### config.mk
export PLATFORM = sky130hd
export DESIGN_NAME = fifo_word_tx_flat
export DESIGN_NICKNAME = d
export VERILOG_FILES = /design/src/rtl/fifo_tx_pkg.sv /design/src/rtl/fifo_word_tx_if.sv /design/src/rtl/fifo_tx_bit_timer.sv /design/src/rtl/fifo_word_tx.sv /design/src/flat_wrapper.sv
export SDC_FILE = /design/constraint.sdc
export NUM_CORES = 1
export LEC_CHECK = 0
export BUFFER_PORTS_ARGS = -buffer_cell sky130_fd_sc_hd__buf_2
export CAP_MARGIN = 20
export CORE_UTILIZATION = 53
export DETAILED_ROUTE_END_ITERATION = 7
export PLACE_DENSITY = 0.86
export SYNTH_ARGS = -nofsm -noshare
export SYNTH_HDL_FRONTEND = slang
export SYNTH_SLANG_ARGS = --single-unit
export TNS_END_PERCENT = 10
### constraint.sdc
create_clock -name clk -period 4.4 [get_ports clk]
set_input_delay 1.32 -clock clk [delete_from_list [all_inputs] [get_ports clk]]
set_output_delay 1.32 -clock clk [all_outputs]
set_load 0.03 [all_outputs]
### src/rtl/fifo_tx_pkg.sv
// Shared types for the FIFO word serialiser.
// State encoding and serial line levels.
package fifo_tx_pkg;

  typedef enum logic [1:0] {
    IDLE  = 2'd0,
    START = 2'd1,
    DATA  = 2'd2,
    STOP  = 2'd3
  } tx_state_t;

  localparam logic TXD_IDLE  = 1'b1;
  localparam logic START_BIT = 1'b0;

endpackage

### src/rtl/fifo_word_tx_if.sv
// FIFO read side plus serial line bundle.
// slave = serialiser, master = FIFO/link side.
interface fifo_word_tx_if #(
  parameter int DATA_W = 16
);
  logic              enable;
  logic              fifo_empty;
  logic [DATA_W-1:0] fifo_dout;
  logic              fifo_rd;
  logic              txd;
  logic              busy;
  logic              frame_done;

  modport master (
    output enable,
    output fifo_empty,
    output fifo_dout,
    input  fifo_rd,
    input  txd,
    input  busy,
    input  frame_done
  );

  modport slave (
    input  enable,
    input  fifo_empty,
    input  fifo_dout,
    output fifo_rd,
    output txd,
    output busy,
    output frame_done
  );
endinterface

### src/rtl/fifo_tx_bit_timer.sv
// Serial bit timer: counts 0..CLKS_PER_BIT-1 while running.
// o_pre_end lets the caller register pulses that land on o_bit_end.
module fifo_tx_bit_timer #(
  parameter int CLKS_PER_BIT = 4
) (
  input  logic clk,
  input  logic rst,
  input  logic i_clr,
  input  logic i_run,
  output logic o_bit_end,
  output logic o_pre_end
);
  localparam int CW = $clog2(CLKS_PER_BIT);
  localparam logic [CW-1:0] LAST = CW'(CLKS_PER_BIT - 1);
  localparam logic [CW-1:0] PRE  = CW'(CLKS_PER_BIT - 2);

  logic [CW-1:0] r_cnt;

  assign o_bit_end = i_run & (r_cnt == LAST);
  assign o_pre_end = i_run & (r_cnt == PRE);

  always_ff @(posedge clk or posedge rst) begin
    if (rst) begin
      r_cnt <= '0;
    end else if (i_clr | o_bit_end) begin
      r_cnt <= '0;
    end else if (i_run) begin
      r_cnt <= r_cnt + 1'b1;
    end
  end
endmodule

### src/rtl/fifo_word_tx.sv
// Pops words from a show-ahead FIFO and sends them
// as start + LSB-first data + stop bits on txd.
module fifo_word_tx
  import fifo_tx_pkg::*;
#(
  parameter int DATA_W       = 16,
  parameter int CLKS_PER_BIT = 4,
  parameter int STOP_BITS    = 1
) (
  input logic            clk,
  input logic            rst,
  fifo_word_tx_if.slave  bus
);
  localparam int IW = $clog2(DATA_W);
  localparam logic [IW-1:0] LAST_IDX  = IW'(DATA_W - 1);
  localparam logic [1:0]    LAST_STOP = 2'(STOP_BITS - 1);

  tx_state_t         r_state;
  logic [DATA_W-1:0] r_shift;
  logic [IW-1:0]     r_idx;
  logic [1:0]        r_stop;
  logic              r_txd;
  logic              r_busy;
  logic              r_done;

  logic w_bit_end;
  logic w_pre_end;
  logic w_run;
  logic w_stop_last;
  logic w_frame_end;
  logic w_pop;

  assign w_run       = (r_state != IDLE);
  assign w_stop_last = (r_state == STOP) & (r_stop == LAST_STOP);
  assign w_frame_end = w_stop_last & w_bit_end;

  // A new word may launch straight out of the final stop cycle.
  assign w_pop = ~rst & bus.enable & ~bus.fifo_empty
               & ((r_state == IDLE) | w_frame_end);

  assign bus.fifo_rd    = w_pop;
  assign bus.txd        = r_txd;
  assign bus.busy       = r_busy;
  assign bus.frame_done = r_done;

  fifo_tx_bit_timer #(
    .CLKS_PER_BIT(CLKS_PER_BIT)
  ) u_timer (
    .clk      (clk),
    .rst      (rst),
    .i_clr    (w_pop),
    .i_run    (w_run),
    .o_bit_end(w_bit_end),
    .o_pre_end(w_pre_end)
  );

  always_ff @(posedge clk or posedge rst) begin
    if (rst) begin
      r_state <= IDLE;
      r_shift <= '0;
      r_idx   <= '0;
      r_stop  <= '0;
      r_txd   <= TXD_IDLE;
      r_busy  <= 1'b0;
      r_done  <= 1'b0;
    end else begin
      // Raised one cycle early so it sits on the last stop cycle.
      r_done <= w_stop_last & w_pre_end;
      if (w_pop) begin
        r_state <= START;
        r_shift <= bus.fifo_dout;
        r_idx   <= '0;
        r_stop  <= '0;
        r_txd   <= START_BIT;
        r_busy  <= 1'b1;
      end else if (w_bit_end) begin
        unique case (r_state)
          START: begin
            r_state <= DATA;
            r_idx   <= '0;
            r_txd   <= r_shift[0];
          end
          DATA: begin
            if (r_idx == LAST_IDX) begin
              r_state <= STOP;
              r_stop  <= '0;
              r_txd   <= TXD_IDLE;
            end else begin
              r_idx   <= r_idx + 1'b1;
              r_shift <= r_shift >> 1;
              r_txd   <= r_shift[1];
            end
          end
          STOP: begin
            if (r_stop == LAST_STOP) begin
              r_state <= IDLE;
              r_stop  <= '0;
              r_busy  <= 1'b0;
            end else begin
              r_stop <= r_stop + 1'b1;
            end
          end
          default: begin
            r_state <= IDLE;
          end
        endcase
      end
    end
  end
endmodule

### src/flat_wrapper.sv
// flat-port wrapper written by rule: the top's interface ports become plain ports
module fifo_word_tx_flat import fifo_tx_pkg::*;
#(
  parameter int DATA_W       = 16,
  parameter int CLKS_PER_BIT = 4,
  parameter int STOP_BITS    = 1
)
  (clk, rst, bus_enable, bus_fifo_empty, bus_fifo_dout, bus_fifo_rd, bus_txd, bus_busy, bus_frame_done);
  fifo_word_tx_if #(.DATA_W(DATA_W)) bus_i ();
  input logic clk;
  input logic rst;
  input wire logic [$bits(bus_i.enable)-1:0] bus_enable;
  input wire logic [$bits(bus_i.fifo_empty)-1:0] bus_fifo_empty;
  input wire logic [$bits(bus_i.fifo_dout)-1:0] bus_fifo_dout;
  output wire logic [$bits(bus_i.fifo_rd)-1:0] bus_fifo_rd;
  output wire logic [$bits(bus_i.txd)-1:0] bus_txd;
  output wire logic [$bits(bus_i.busy)-1:0] bus_busy;
  output wire logic [$bits(bus_i.frame_done)-1:0] bus_frame_done;
  assign bus_i.enable = bus_enable;
  assign bus_i.fifo_empty = bus_fifo_empty;
  assign bus_i.fifo_dout = bus_fifo_dout;
  assign bus_fifo_rd = bus_i.fifo_rd;
  assign bus_txd = bus_i.txd;
  assign bus_busy = bus_i.busy;
  assign bus_frame_done = bus_i.frame_done;
  fifo_word_tx #(.DATA_W(DATA_W), .CLKS_PER_BIT(CLKS_PER_BIT), .STOP_BITS(STOP_BITS)) u_core (.clk(clk), .rst(rst), .bus(bus_i));
endmodule
==> flow_summary.yaml <==
global_routing:
  grt_pass1_vias: 1321
  antenna_found_initial: 0
  grt_start_max_net_pins: 23
  grt_usage: 0.241
  grt_overflow_total: 0
  grt_pass1_wl_um: 6040
clock_network:
  clock_latency_ns: 0.33
  root_buffer: "clkbuf_4"
  postCtsSetupRepairBufs: 0
  clk_pin_slew_ns: 0.09
  htree_levels: 2
  ctsResizeCount: 0
  clk_path_buf_depth: 2
  cts_tree: "done"
  cts_made_buffers: 5
  cts_sinks: 29
  hold_buffers: 0
power:
  irDropWorstVdd_uv: 280
  p_total_w: 0.00108
  power.leakage_nw: 0.748
  power.density_mw_per_mm2: 581
setup_path:
  arrival_ns: 2.55
  crit_top_cell: "buf_2"
  critPathSlowestCell: "nor3b_2"
  cpPeakStageDelay_ns: 0.44
  crit_fanout: 16
  cp-start-kind: "primary input"
  cp-startpoint: "rst"
  worstSetupPathType: "in -> out"
  timing.rr.start: "u_core.r_state[0]"
  cp-end-kind: "primary output"
  crit_chain: "buf_2, nor3b_2, nand2_4, inv_2, buf_2"
  required_ns: 3.08
final_layout:
  multi_input_area_um2: 851
  fill_cells: 273
  design.final.nets: 224
  final_cells: 239
  drive_gt1_frac: 0.205
  register_area_um2: 727
  utilization: 0.608
  layout-area-overhead-vs-synth_pct: 8.88
  diodes: 0
placed_design:
  gp_congestion: 0.850
  dp_hpwl_um: 2390
  dpl.cell_count: 232
  place_ws_ns: 0.554
  portBuffers: 23
detailed_routing:
  ant_nets: 0
  viasPerCell: 6.11
  drt_iter0_drc: 97
  drc: 0
  wl_um: 3600
  via_count: 1460
  wl_per_cell_um: 15.1
  dr.pass1.iters: 4
die:
  initial_core_util: 0.558
  die_h_um: 58.7
  rows: 20
  die_w_um: 58.7
  die_area_mm2: 0.00345
  ios: 24
  coreArea_mm2: 0.00305
logic_synthesis:
  yosysUniqueCellTypes: 43
  synth_common_cells: "dfrtp_1 (28), o21ai_0 (22), nand3_1 (17), a31oi_1 (14), nor3_1 (14)"
  ys_top_cells_by_area: "dfrtp_1 (41%), ha_1 (6.6%), o21ai_0 (6.5%), a31oi_1 (5.1%), nand3_1 (5.0%)"
  netlist_area_mm2: 0.00170
  synthCells: 178
  syn_area_per_cell_um2: 9.57
  synth_top_area_frac: 0.411
  synth.most_common_cell: "dfrtp_1"
  synth_largest_area_cell: "dfrtp_1"
  yosys_warnings: 0
  synth.ff_latch_count: 29
  synth-edff-count: 0
  synth_ff_type: "dfrtp_1"
  async_flop_share: 1.00
  syn_nets: 207
  ys_seq_area_frac: 0.427
sta:
  setup_viol: 0
  worst_slack_ns: 0.532
  fin_setup_tns_ns: 0
  layout_worst_path_cycle_share: 0.879
  max_slew_margin: 0.522
  fmax_mhz: 259
  tightest_slew_ns: 0.717
  finalHoldViolCount: 0
  rsz0062_at_grt: "false"
  drv_slew: 0
  fin_worst_skew_ns: 0.00383
  min_period_ns: 3.87
hold_path:
  hold_path_startpoint: "u_core.bus.txd"
  hold_path_class: "reg -> reg"
outcome:
  status: "finished clean"
job:
  max_cap_violations: 0
## cells in the final DEF (no fill, tap or decap), types with 2 or more instances in the layout
master | Yosys | layout
nand2b_1 | 2 | 2
buf_2 | 8 | 23
nand3b_1 | 2 | 2
mux2i_1 | 2 | 2
and3b_1 | 2 | 2
o21ai_0 | 22 | 22
nand2_1 | 4 | 4
ha_1 | 9 | 9
o21ai_1 | 2 | 2
nor2_1 | 2 | 2
nand3_1 | 17 | 17
o32ai_1 | 3 | 3
a211oi_1 | 3 | 3
nor3_1 | 14 | 14
dfrtp_1 | 28 | 28
clkbuf_4 | 0 | 5
a21oi_1 | 7 | 7
inv_1 | 9 | 9
a31oi_1 | 14 | 14
## through the flow
stage                     hold WS [ns]  area (um^2)
after global placement           0.462         1790
after detailed placement         0.468         1800
after global routing             0.499         1860
final                            0.483         1860
after floorplan                  0.479         1700
after CTS                        0.480         1860
## metal layers
layer  up-vias  routed length (um)  global-route usage
met5         -                   0                   0
li1        701                   -                   -
met2        46                1600               0.365
met4         0                  42              0.0782
met3         5                 211              0.0901
met1       708                1750               0.321
## state kept, by name, summed over array words and instances (netlist names)
| signal | count |
|---|---|
| u_core.u_timer.r_cnt | 2 |
| u_core.r_shift | 16 |
| u_core.bus.busy | 1 |
| u_core.r_state | 2 |
| u_core.bus.txd | 1 |
| u_core.r_idx | 4 |
| u_core.bus.frame_done | 1 |
| u_core.r_stop | 2 |
## kinds of logic after synthesis
family,Yosys count,synth area share
and+or+nand+nor,53,0.184
adders and majority gates,9,0.0661
DFF,29,0.427
muxes,2,0.0117
AOI/OAI and AO/OA,61,0.238
buffers and inverters,24,0.0742
## critical path: cells and delay by family
kind                   cells  cell delay [ns]
and+or+nand+nor            2             0.67
buffers and inverters      3             0.56
## final cells by class
type | instances | area share
clock buffer | 7 | 0.0297
inverter | 10 | 0.0202
multi-input combinational | 125 | 0.459
sequential | 29 | 0.392
tap | 44 | 0.0297
timing repair buffer | 24 | 0.0701
## where the power goes
| part | internal (W) | total, W | switching, W | leakage (nW) |
|---|---|---|---|---|
| clock | 0.0000752 | 0.000164 | 0.0000889 | 0.0314 |
| combinational | 0.000178 | 0.000446 | 0.000268 | 0.378 |
| sequential | 0.000387 | 0.000468 | 0.0000809 | 0.338 |
| total | 0.000640 | 0.00108 | 0.000438 | 0.748 |
## path summary, 6_finish.rpt
kind	slack (ns)	depth (start not counted)	endpoint
worst max-delay path	0.53	5	bus_fifo_rd
worst max register to register	2.34	5	u_core.r_shift[0]
max in group asynchronous	2.70	3	u_core.bus.txd
min in group asynchronous	1.10	2	u_core.u_timer.r_cnt[0]
worst min-delay path	0.48	2	u_core.bus.txd
worst min register to register	0.48	2	u_core.bus.txd
Power figures use the tool's default switching activity.
